[src/rtl/bcd_display_scanner.sv]
// Binary-to-BCD front end for the 4-digit common-anode display: double-dabble
// conversion into latched display registers, then a time-multiplexed digit scan.
module bcd_display_scanner #(
    parameter int CLK_DIV  = 50000,
    parameter bit BLANK_LZ = 1'b0
) (
    input  logic        clk,
    input  logic        rst_n,
    input  logic [13:0] bin_in,
    input  logic        load,
    output logic [3:0]  bcd_out,
    output logic [3:0]  an,
    output logic        busy,
    output logic        done,
    output logic        ovf
);

    localparam int RW = $clog2(CLK_DIV);

    typedef enum logic [1:0] {IDLE, CONV, LATCH} state_t;

    state_t         state, state_next;
    logic [13:0]    sat;
    logic [15:0]    acc;
    logic [15:0]    acc_adj;
    logic [3:0]     shift_cnt;
    logic           ovf_next;
    logic [3:0][3:0] disp;
    logic [RW-1:0]  refresh;
    logic [1:0]     idx;
    logic [3:0]     blank;

    always_ff @(posedge clk or negedge rst_n) begin
        if (!rst_n) state <= IDLE;
        else        state <= state_next;
    end

    always_comb begin
        state_next = state;
        case (state)
            IDLE:    if (load) state_next = CONV;
            CONV:    if (shift_cnt == 4'd13) state_next = LATCH;
            LATCH:   state_next = IDLE;
            default: state_next = IDLE;
        endcase
    end

    // Double-dabble correction: any BCD nibble of 5 or more gets +3 before the shift.
    always_comb begin
        acc_adj = acc;
        for (int i = 0; i < 4; i++) begin
            if (acc[4*i +: 4] >= 4'd5)
                acc_adj[4*i +: 4] = acc[4*i +: 4] + 4'd3;
        end
    end

    always_ff @(posedge clk or negedge rst_n) begin
        if (!rst_n) begin
            sat       <= '0;
            acc       <= '0;
            shift_cnt <= '0;
            ovf_next  <= 1'b0;
            disp      <= '0;
            ovf       <= 1'b0;
            busy      <= 1'b0;
            done      <= 1'b0;
        end else begin
            done <= 1'b0;
            case (state)
                IDLE: begin
                    if (load) begin
                        sat       <= (bin_in > 14'd9999) ? 14'd9999 : bin_in;
                        ovf_next  <= (bin_in > 14'd9999);
                        acc       <= '0;
                        shift_cnt <= '0;
                        busy      <= 1'b1;
                    end
                end
                CONV: begin
                    acc       <= {acc_adj[14:0], sat[13]};
                    sat       <= {sat[12:0], 1'b0};
                    shift_cnt <= shift_cnt + 4'd1;
                end
                LATCH: begin
                    disp <= acc;
                    ovf  <= ovf_next;
                    done <= 1'b1;
                    busy <= 1'b0;
                end
                default: ;
            endcase
        end
    end

    // A digit is a leading zero when it and every higher digit are zero; digit 0 always shows.
    always_comb begin
        blank    = '0;
        blank[3] = BLANK_LZ && (disp[3] == 4'd0);
        blank[2] = blank[3] && (disp[2] == 4'd0);
        blank[1] = blank[2] && (disp[1] == 4'd0);
    end

    always_ff @(posedge clk or negedge rst_n) begin
        if (!rst_n) begin
            refresh <= '0;
            idx     <= '0;
            an      <= 4'b1111;
            bcd_out <= 4'd0;
        end else begin
            if (refresh == RW'(CLK_DIV - 1)) begin
                refresh <= '0;
                idx     <= idx + 2'd1;
            end else begin
                refresh <= refresh + RW'(1);
            end
            an      <= blank[idx] ? 4'b1111 : ~(4'b0001 << idx);
            bcd_out <= disp[idx];
        end
    end

endmodule

[config.mk]
export PLATFORM = sky130hd
export DESIGN_NAME = bcd_display_scanner
export DESIGN_NICKNAME = d
export VERILOG_FILES = /design/src/rtl/bcd_display_scanner.sv
export SDC_FILE = /design/constraint.sdc
export NUM_CORES = 1
export LEC_CHECK = 0
export BUFFER_PORTS_ARGS = -buffer_cell sky130_fd_sc_hd__buf_2
export CORE_MARGIN = 5
export CORE_UTILIZATION = 52
export CTS_CLUSTER_SIZE = 8
export DETAILED_ROUTE_END_ITERATION = 8
export PLACE_DENSITY = 0.71
export SLEW_MARGIN = 20
export SYNTH_ARGS = -nofsm -noshare
export SYNTH_HDL_FRONTEND = slang
export SYNTH_SLANG_ARGS = --single-unit
export TNS_END_PERCENT = 10
[constraint.sdc]
create_clock -name clk -period 1.8 [get_ports clk]
set_input_delay 0.18 -clock clk [delete_from_list [all_inputs] [get_ports clk]]
set_output_delay 0.18 -clock clk [all_outputs]
set_load 0.01 [all_outputs]
# Yosys cells after proc, flatten, opt, wreduce, memory -nomap -nowiden
# Cells that the tools add are included.
classes:
  add_sub_neg: 7
  order_cmp: 6
  eq_ne: 6
  n_shift: 1
  mux: 23
  n_bitwise: 1
  n_reduce_logical: 7
op_table:
  columns: ["operator", "n"]
  rows:
  - ["$mux 16", 2]
  - ["$pmux 16 s2", 1]
  - ["$mux 14", 2]
  - ["$pmux 14 s2", 1]
  - ["$mux 4", 6]
  - ["$add 16x1->16 const B", 1]
  - ["$eq 16x16->1 const B", 1]
  - ["$ge 4x3->1 const B", 4]
  - ["$gt 14x14->1 const B", 1]
  - ["$add 4x2->4 const B", 3]
  - ["$bmux 4 s2", 1]
  - ["$pmux 4 s2", 1]
  - ["$reduce_and 2->1", 4]
  - ["$add 4x1->4 const B", 1]
  - ["$eq 4x4->1 const B", 1]
  - ["$mux 2", 2]
  - ["$ne 2x2->1 const B", 2]
  - ["$not 4->4", 1]
  - ["$pmux 2 s2", 1]
  - ["$reduce_bool 2->1", 2]
  - ["$shl 1x2->4 const A", 1]
  - ["$add 3x2->3 const B", 1]
  - ["$lt 2x3->1 const B", 1]
  - ["$mux 1", 3]
  - ["other kinds (7)", 7]
totals:
  ff_bits: 82
  inputBits: 17
  elab_cells: 67

# Logic depth before layout (Yosys ltp)
# Gate-level depths: netlist (run 1).
logic_depth:
  ltp_word: 4
  mapped_depth: 6

# Worst setup path before layout (run 1)
# Ideal clock, no wire load.
synth_path:
  kind: "register -> register"
  start: "reg acc[8]"
  end: "reg acc[10]"
  setup_ns: 0.083
  arrival_ns: 1.432
  required_time_ns: 1.717
  setup_slack_ns: 0.285
  path_stages_with_launch: 7
  path_buffers: 0
  path_cell_list: "dfrtp_1 inv_1 ha_1 nand2b_1 a21oi_1 mux2_2 o21ai_0"
synth_between:
  elab_chain_cells: 3
  elab_cells_between_ends: 4
  cone_classes: "add/sub (1); order compare (1); mux (2)"
synth_lines:
  columns: ["element", "line", "rtl"]
  rows:
  - ["start: declaration", "24", "logic [15:0] acc;"]
  - ["start signal: assignment", "80", "acc <= {acc_adj[14:0], sat[13]};"]
  - ["$add 4x2->4 or $ge 4x3->1 (tied branches)", "53, 52", null]
  - ["$mux 4 *", "52", "if (acc[4*i +: 4] >= 4'd5)"]
  - ["$pmux 16 s2 *", "69", "case (state)"]
# Mark *: on every way between the ends. The rest lies on a longest branch, timed or not.
# A chain may end at the register's enable or synchronous reset.

# Worst setup path in the final report (run 1)
# Same ends and word-level chain as after synthesis.

==> reports/results.tsv, run 1 <==
stage	metric	value	unit
clock_tree	clock_latency	0.34	ns
synth	yosys.area.top_type	dfrtp_1	
clock_tree	post_cts_buffers	0	
synth	ys_seq_area_frac	0.558	
power	p_comb_frac	0.330	
placed_design	place_congestion	0.812	
power	leakagePower	1.98	nW
synth	ys_ff_latch	82	
critical_path	end_kind	flop	
die	die_w	94.2	µm
critical_path	worstPathArrival	1.93	ns
die	die_h	94.2	µm
layout	seq_area	2060	µm²
synth	ys.flop_type	dfrtp_1	
run_status	status	complete, no violations	
routing	ant_nets	0	
critical_path	path_max_fanout	4	
power	pwr-share-clk	0.226	
layout	fin_area	4210	µm²
critical_path	critical_path_class	flop to flop	
sta	hold_viol	0	
layout	antenna_cells	0	
min_path	min_to	sat[6]$_DFFE_PN0P_	
layout	fill_cells	572	
sta	worstMarginPinSlew	0.553	ns
routing	wl_per_cell	13.9	µm
power	irDropWorstVdd	0.891	mV
synth	synth_cell_types	41	
sta	fin_skew	0.00638	ns
clock_tree	cts_sinks	82	
grt	overflow	0	
clock_tree	htreeDepth	3	
die	rows	30	
critical_path	rr_endpoint	acc[10]$_DFFE_PN0P_	
grt	grtUsageTotal	0.164	
critical_path	reg2regPathDepth	6	
sta	report.final.slew_viol_count	0	
sta	tns	0	ns
synth	synth_top_area_frac	0.530	
placed_design	hpwl	4.54	mm
sta	slew_headroom	0.631	
synth	synthTopCellsByArea	dfrtp_1 (53%), ha_1 (5.1%), mux2_2 (4.0%), xnor2_1 (3.8%), nand2_1 (3.0%)	
clock_tree	clk_pin_slew_worst_paths	0.08	ns
synth	synth_common_cells	dfrtp_1 (78), nand2_1 (29), inv_1 (24)	
routing	drt-pass1-iter-count	5	
synth	synthCells	323	
synth	postSynthAreaPerCell	11.4	µm²
layout	fin_nets	391	
placed_design	portBuffers	27	
die	start_util	0.539	
routing	via_count	2440	
synth	syn-cell-area	3680	µm²
grt	grt_pass1_vias	2464	
die	io_pins	28	
routing	avgViaCountPerCell	5.32	
power	power.share.switching	0.329	
min_path	min_delay_path_depth	3	
routing	drcViolationCount	0	
sta	fmax	600	MHz
routing	drtIter0Drc	176	
grt	antenna_found_initial	0	
min_path	hp-class	primary input to flop	
clock_tree	clockBufferDepth	2	
layout	post-route-util	0.616	
sta	fin_crit_sh	0.927	
power	internal-power	4.13	mW
power	finalPower	6.15	mW
layout	multi_input_area	1480	µm²
synth	synth_warnings	0	
power	p_switching	2.02	mW
job	drv_cap	0	
routing	wl	6.37	mm
die	fp.coreArea	6830	µm²
synth	post-synth-top-count-cell	dfrtp_1	
synth	synthArstFlopShare	1.00	
synth	synth_edf_count	0	
critical_path	cp.required	2.06	ns
clock_tree	cts_tree	built	
power	powerDensity	1460	nW/µm²
power	seqPwrFrac	0.444	
critical_path	worstSetupStartpointType	flop	
sta	fin_ws	0.132	ns
sta	rsz0062_at_grt	false	
critical_path	reg2reg_setup_slack	0.13	ns
min_path	worstHoldStart	bin_in[6]	
synth	synth_nets	355	
layout	area_delta_synth_final	14.2	%
grt	grt_max_degree	47	
sta	setup_viol	0	
sta	layout_min_cycle_time	1.67	ns
grt	grt_pass1_wl	11.3	mm
placed_design	place_ws	0.137	ns
layout	layout-drive-gt1-share	0.218	
clock_tree	cts-root-buf	clkbuf_8	
placed_design	place_area	3990	µm²
critical_path	r2r_start	acc[8]$_DFFE_PN0P_	
die	dieArea	8870	µm²
critical_path	worstSetupStartpoint	acc[8]$_DFFE_PN0P_	
clock_tree	numCtsBuffers	9	
worst max-delay path, stage by stage, from the launching register on:
cell      delay [ns]
dfrtp_1         0.40
inv_1           0.13
ha_1            0.21
nand2b_1        0.06
a21oi_1         0.28
mux2_2          0.37
o21ai_0         0.14
metrics by stage:
step / hold WS [ns] / std cells
after CTS: 0.0555 / 459
after global placement: 0.168 / 443
after global routing: 0.0476 / 459
after detailed placement: 0.171 / 443
after floorplan: -0.116 / 323
final: 0.0633 / 459
worst max-delay path by stage:
| stage | to | slack (ns) | depth (start not counted) |
|---|---|---|---|
| 3_5_place_dp | acc[10]$_DFFE_PN0P_ | 0.14 | 6 |
| 2_1_floorplan | acc[10]$_DFFE_PN0P_ | 0.28 | 6 |
| 5_1_grt | acc[2]$_DFFE_PN0P_ | 0.02 | 6 |
| 4_1_cts | acc[10]$_DFFE_PN0P_ | 0.12 | 6 |
| 6_report | acc[10]$_DFFE_PN0P_ | 0.13 | 6 |
| 3_3_place_gp | acc[10]$_DFFE_PN0P_ | 0.22 | 6 |
cell families after synthesis:
kind of cell    Yosys count  share of synthesized area
simple gates             82                      0.109
flops                    82                      0.558
compound gates           66                      0.121
buf+inv                  38                     0.0408
xor+xnor                 22                     0.0523
mux                      18                     0.0669
fa+ha+maj                15                     0.0510
area by class of cell:
class,count,share of cell area
Multi-Input combinational cell,203,0.351
Sequential cell,82,0.489
Timing Repair Buffer,39,0.0607
Inverter,24,0.0214
Clock inverter,6,0.0196
Clock buffer,9,0.0295
Tap cell,96,0.0286
what timing repair did:
| action | CTS | global route |
|---|---|---|
| hold endpoints to repair | 32 | 0 |
| resized for setup | 0 | 0 |
| hold buffers | 1 | 0 |
flip-flops by register name, summed over array words and instances, names as in the netlist:
signal	flops
acc	16
disp	16
refresh	16
sat	14
an	4
bcd_out	4
shift_cnt	4
idx	2
state	2
busy	1
done	1
ovf	1
ovf_next	1
layout by cell type (no fill, tap or decap), types with 10 or more instances in the layout:
| cell type | netlist | final |
|---|---|---|
| dfrtp_1 | 78 | 78 |
| buf_4 | 0 | 10 |
| o21ai_0 | 19 | 19 |
| o22ai_1 | 12 | 12 |
| inv_1 | 24 | 24 |
| ha_1 | 15 | 15 |
| xnor2_1 | 16 | 16 |
| mux2_2 | 13 | 13 |
| nand2_1 | 29 | 29 |
| nor2_1 | 17 | 17 |
| buf_2 | 6 | 26 |
per-layer routing:
metal | wire, µm | global-route usage
met1 | 3180 | 0.233
met2 | 2850 | 0.237
met3 | 256 | 0.0313
met4 | 88 | 0.0830
met5 | 0 | 0
power groups by stage:
stage | clock [mW] | sequential, mW | combinational, mW
floorplan | 0 | 2.68 | 1.51
global placement | 0 | 2.74 | 1.98
detailed placement | 0 | 2.76 | 2.04
CTS | 1.42 | 2.73 | 2.05
global route | 1.52 | 2.80 | 2.32
finish | 1.39 | 2.73 | 2.03
No activity file was read; power rests on OpenSTA's default activity.
==> run 2, diff against run 1 <==
--- a/config.mk
+++ b/config.mk
@@ -5,7 +5,7 @@
 export SDC_FILE = /design/constraint.sdc
 export NUM_CORES = 1
 export LEC_CHECK = 0
-export BUFFER_PORTS_ARGS = -buffer_cell sky130_fd_sc_hd__buf_2
+export BUFFER_PORTS_ARGS = -buffer_cell sky130_fd_sc_hd__clkbuf_2
 export CORE_MARGIN = 5
 export CORE_UTILIZATION = 52
 export CTS_CLUSTER_SIZE = 8
==> reports/results.tsv, run 2 (synthesized netlist as in run 1, its figures left out) <==
stage	metric	value	unit	change
layout	layout_commonest_cell	dfrtp_1		unchanged
grt	grt_max_degree	37		was 47
job	drv_cap	0		unchanged
die	start_util	0.539		unchanged
placed_design	portBuffers	27		unchanged
run_status	status	complete, no violations		unchanged
layout	fin_area	4240	µm²	was 4210 µm²
sta	fin_skew	0.00787	ns	was 0.00638 ns
clock_tree	post_cts_buffers	0		unchanged
routing	drtIter0Drc	130		was 176
clock_tree	cts_tree	built		unchanged
power	powerDensity	1480	nW/µm²	was 1460 nW/µm²
sta	fin_crit_sh	0.910		was 0.927
power	leakagePower	2.00	nW	was 1.98 nW
grt	grt_pass1_wl	12.2	mm	was 11.3 mm
critical_path	worstSetupStartpointType	flop		unchanged
routing	via_count	2488		was 2440
critical_path	worstPathArrival	1.90	ns	was 1.93 ns
clock_tree	clk_pin_slew_worst_paths	0.08	ns	about the same
die	fp.coreArea	6830	µm²	unchanged
routing	drt-pass1-iter-count	5		unchanged
routing	drcViolationCount	0		unchanged
die	die_h	94.2	µm	unchanged
layout	antenna_cells	0		unchanged
grt	antenna_found_initial	0		unchanged
grt	grtUsageTotal	0.174		was 0.164
layout	final_cell_mix	dfrtp_1 (78), nand2_1 (29), clkbuf_2 (26)		was dfrtp_1 (78), nand2_1 (29), buf_2 (26)
die	rows	30		unchanged
clock_tree	cts-root-buf	clkbuf_8		unchanged
placed_design	place_congestion	0.777		was 0.812
sta	slew_headroom	0.705		was 0.631
routing	ant_nets	0		unchanged
power	irDropWorstVdd	0.847	mV	was 0.891 mV
sta	layout_min_cycle_time	1.64	ns	was 1.67 ns
sta	tns	0	ns	unchanged
routing	wl	6.69	mm	was 6.37 mm
min_path	hp-class	primary input to flop		unchanged
die	io_pins	28		unchanged
clock_tree	clockBufferDepth	2		unchanged
layout	reg_top3	acc x16, disp x16, refresh x16		unchanged
clock_tree	numCtsBuffers	9		unchanged
layout	fin_nets	394		was 391
clock_tree	clock_latency	0.35	ns	was 0.34 ns
critical_path	r2r_start	acc[0]$_DFFE_PN0P_		was acc[8]$_DFFE_PN0P_
critical_path	cp.required	2.06	ns	about the same
routing	avgViaCountPerCell	5.37		was 5.32
critical_path	end_kind	flop		unchanged
placed_design	hpwl	4.74	mm	was 4.54 mm
layout	area_delta_synth_final	15.2	%	was 14.2%
die	die_w	94.2	µm	unchanged
sta	rsz0062_at_grt	false		unchanged
sta	setup_viol	0		unchanged
critical_path	path_max_fanout	4		unchanged
min_path	worstHoldStart	bin_in[0]		was bin_in[6]
clock_tree	htreeDepth	3		unchanged
clock_tree	cts_sinks	82		unchanged
critical_path	critical_path_class	flop to flop		unchanged
layout	layout-drive-gt1-share	0.229		was 0.218
sta	worstMarginPinSlew	0.443	ns	was 0.553 ns
die	dieArea	8870	µm²	unchanged
sta	fmax	610	MHz	was 600 MHz
routing	wl_per_cell	14.5	µm	was 13.9 µm
sta	hold_viol	0		unchanged
critical_path	worstSetupStartpoint	acc[0]$_DFFE_PN0P_		was acc[8]$_DFFE_PN0P_
grt	overflow	0		unchanged
sta	report.final.slew_viol_count	0		unchanged
placed_design	place_area	4010	µm²	was 3990 µm²
grt	grt_pass1_vias	2592		was 2464
## run 2: per-layer routing
| layer | vias up | wire length [µm] | track usage |
|---|---|---|---|
| met5 | - | 0 | 0 |
| met4 | 0 | 80 | 0.0806 |
| met3 | 9 | 283 | 0.0248 |
| met2 | 53 | 3020 | 0.261 |
| met1 | 1203 | 3310 | 0.251 |
| li1 | 1223 | - | - |
## run 2: through the flow
stage                     cells  power, mW  hold WS, ns  worst slack, ns   util
after detailed placement    446       4.85        0.157            0.151  0.587
after global placement      446       4.75        0.152            0.220  0.587
after global routing        463       6.76       0.0561           0.0174  0.621
after floorplan             323       4.19       -0.116            0.285      -
final                       463       6.26       0.0596            0.162  0.621
after CTS                   463       6.30       0.0495            0.132  0.621
## run 2: repair_timing
action,4_1_cts,5_1_grt
hold buffers,1,0
gates resized for setup,0,1
hold endpoints to repair,28,0
endpoints found under the setup margin,0,1
## run 2: worst max-delay path, stage by stage, from the launching register on
cell and delay, ns:
dfrtp_1 0.40, inv_1 0.15, ha_1 0.22, nand2b_1 0.07, a21oi_1 0.21, mux2_2 0.36
o21ai_0 0.14
## run 2: final timing paths
kind	slack [ns]	end	cells past startpoint
worst min register to register	0.49	sat[2]$_DFFE_PN0P_	2
worst max-delay path	0.16	acc[2]$_DFFE_PN0P_	6
worst max register to register	0.16	acc[2]$_DFFE_PN0P_	6
worst min-delay path	0.06	sat[0]$_DFFE_PN0P_	3
max in group asynchronous	0.95	disp[4]$_DFFE_PN0P_	3
min in group asynchronous	0.32	bcd_out[3]$_DFF_PN0_	2
## run 2: area by class of cell
type | instances | area [µm²]
tap | 96 | 120
multi-input combinational | 203 | 1480
inverter | 24 | 90.1
clock buffer | 9 | 124
clock inverter | 7 | 93.8
fill | 587 | 2590
timing repair buffer | 42 | 278
sequential | 82 | 2060
## run 2: power by group
part	total (mW)	switching, mW	internal, mW	leakage, nW
registers	2.74	0.369	2.37	1.05
clock network	1.45	0.668	0.778	0.105
logic	2.07	1.06	1.01	0.843
total	6.26	2.10	4.16	2.00
==> run 3, diff against run 2 <==
--- a/config.mk
+++ b/config.mk
@@ -5,12 +5,12 @@
 export SDC_FILE = /design/constraint.sdc
 export NUM_CORES = 1
 export LEC_CHECK = 0
-export BUFFER_PORTS_ARGS = -buffer_cell sky130_fd_sc_hd__clkbuf_2
 export CORE_MARGIN = 5
 export CORE_UTILIZATION = 52
 export CTS_CLUSTER_SIZE = 8
 export DETAILED_ROUTE_END_ITERATION = 8
-export PLACE_DENSITY = 0.71
+export DONT_BUFFER_PORTS = 1
+export PLACE_DENSITY = 0.67
 export SLEW_MARGIN = 20
 export SYNTH_ARGS = -nofsm -noshare
 export SYNTH_HDL_FRONTEND = slang
==> reports/results.tsv, run 3 (synthesized netlist as in run 1, its figures left out) <==
stage	metric	value	unit	change
run_status	status	finished, violations left		was complete, no violations
run_status	violations	hold timing		
power	seqPwrFrac	0.448		was 0.438
clock_tree	htreeDepth	3		unchanged
clock_tree	clock_latency	0.35	ns	about the same
grt	antenna_found_initial	0		unchanged
sta	tns	0	ns	unchanged
die	fp.coreArea	6830	µm²	unchanged
routing	ant_nets	0		unchanged
sta	worstMarginPinSlew	0.429	ns	was 0.443 ns
grt	grt_pass1_vias	2462		was 2592
power	leakagePower	1.91	nW	was 2.00 nW
layout	reg_top3	acc x16, disp x16, refresh x16		unchanged
clock_tree	post_cts_buffers	0		unchanged
power	finalPower	6.17	mW	was 6.26 mW
die	start_util	0.539		unchanged
power	irDropWorstVdd	0.822	mV	was 0.847 mV
die	io_pins	28		unchanged
layout	final_cell_mix	dfrtp_1 (78), nand2_1 (29), inv_1 (24)		was dfrtp_1 (78), nand2_1 (29), clkbuf_2 (26)
sta	fin_crit_sh	0.919		was 0.910
job	drv_cap	0		unchanged
routing	wl_per_cell	15.0	µm	was 14.5 µm
grt	grtUsageTotal	0.169		was 0.174
clock_tree	hold_buffers	11		was 1
power	p_comb_frac	0.316		was 0.331
routing	drtIter0Drc	130		unchanged
layout	layout-drive-gt1-share	0.152		was 0.229
clock_tree	cts_tree	built		unchanged
power	internal-power	4.16	mW	about the same
sta	timing.hold.ws	-0.479	ns	was 0.0596 ns
critical_path	end_kind	flop		unchanged
grt	grt_max_degree	83		was 37
layout	layout.cells.non_filler	444		was 463
layout	antenna_cells	0		unchanged
layout	area_delta_synth_final	13.5	%	was 15.2%
placed_design	portBuffers	0		was 27
placed_design	place_congestion	0.780		was 0.777
layout	fin_area	4180	µm²	was 4240 µm²
placed_design	hpwl	4.39	mm	was 4.74 mm
placed_design	dp.cells	417		was 446
placed_design	place_ws	0.135	ns	was 0.151 ns
layout	post-route-util	0.612		was 0.621
clock_tree	clk_pin_slew_worst_paths	0.08	ns	about the same
routing	wl	6.67	mm	was 6.69 mm
sta	fin_skew	0.00601	ns	was 0.00787 ns
min_path	hp-class	primary input to asynchronous set/reset pin		was primary input to flop
sta	hold_viol	82		was 0
die	dieArea	8870	µm²	unchanged
routing	drcViolationCount	0		unchanged
power	power.share.switching	0.325		was 0.335
power	p_switching	2.01	mW	was 2.10 mW
die	rows	30		unchanged
power	pwr-share-clk	0.235		was 0.231
power	powerDensity	1480	nW/µm²	about the same
sta	setup_viol	0		unchanged
clock_tree	cts_sinks	82		unchanged
critical_path	critical_path_class	flop to flop		unchanged
critical_path	worstSetupStartpointType	flop		unchanged
routing	drt-pass1-iter-count	6		was 5
grt	grt_pass1_wl	11.6	mm	was 12.2 mm
die	die_w	94.2	µm	unchanged
die	die_h	94.2	µm	unchanged
critical_path	worstPathArrival	1.92	ns	was 1.90 ns
clock_tree	numCtsBuffers	9		unchanged
routing	avgViaCountPerCell	5.54		was 5.37
sta	layout_min_cycle_time	1.65	ns	was 1.64 ns
sta	slew_headroom	0.714		was 0.705
sta	report.final.slew_viol_count	0		unchanged
layout	fin_nets	375		was 394
routing	via_count	2458		was 2488
layout	layout_commonest_cell	dfrtp_1		unchanged
sta	fin_ws	0.146	ns	was 0.162 ns
grt	overflow	0		unchanged
sta	fmax	605	MHz	was 610 MHz
critical_path	cp.required	2.07	ns	was 2.06 ns
critical_path	path_max_fanout	4		unchanged
clock_tree	clockBufferDepth	2		unchanged
placed_design	place_area	3850	µm²	was 4010 µm²
clock_tree	cts-root-buf	clkbuf_8		unchanged
run 3: changes by cell type in the layout (fill, tap and decap cells not counted), sizes merged:
| cell | change |
|---|---|
| clkbuf | -23 |
| buf | -3 |
| clkinv | -3 |
| dlygate4sd3 | +10 |
run 3: final timing paths:
| kind | from | cells past startpoint | end | slack [ns] |
|---|---|---|---|---|
| worst min register to register | disp[4]$_DFFE_PN0P_ | 2 | disp[4]$_DFFE_PN0P_ | 0.49 |
| worst max-delay path | acc[0]$_DFFE_PN0P_ | 6 | acc[2]$_DFFE_PN0P_ | 0.15 |
| max in group asynchronous | rst_n | 0 | an[0]$_DFF_PN1_ | 2.07 |
| min in group clk | bin_in[1] | 2 | sat[1]$_DFFE_PN0P_ | 0.03 |
| worst min-delay path | rst_n | 0 | bcd_out[3]$_DFF_PN0_ | -0.48 |
| worst max register to register | acc[0]$_DFFE_PN0P_ | 6 | acc[2]$_DFFE_PN0P_ | 0.15 |
run 3: power by group through the flow:
| stage | Sequential [mW] | Combinational (mW) | Clock (mW) |
|---|---|---|---|
| after floorplan | 2.68 | 1.51 | 0 |
| after global placement | 2.78 | 1.86 | 0 |
| after detailed placement | 2.79 | 1.93 | 0 |
| after CTS | 2.76 | 1.95 | 1.51 |
| after global routing | 2.84 | 2.24 | 1.58 |
| final | 2.77 | 1.95 | 1.45 |
run 3: layout make-up:
class / count / area [µm²]
fill: 574 / 2650
sequential: 82 / 2060
multi-input combinational: 203 / 1480
timing repair buffer: 23 / 213
clock buffer: 12 / 145
tap: 96 / 120
inverter: 24 / 90.1
clock inverter: 4 / 75.1
run 3: critical path: stages, from the launching register on:
cell,delay (ns)
dfrtp_1,0.40
inv_1,0.14
ha_1,0.22
nand2b_1,0.10
a21oi_2,0.23
mux2_2,0.35
o21ai_0,0.14
run 3: metal layers:
layer | vias to the layer above | track usage | wire (µm)
li1 | 1181 | - | -
met1 | 1215 | 0.221 | 3070
met2 | 53 | 0.259 | 3090
met3 | 9 | 0.0649 | 401
met4 | 0 | 0.0542 | 103
met5 | - | 0 | 0
run 3: timing repair:
action                                 CTS  global route
setup endpoints to repair                0             1
resized for setup                        0             1
endpoints found under the hold margin   94            82
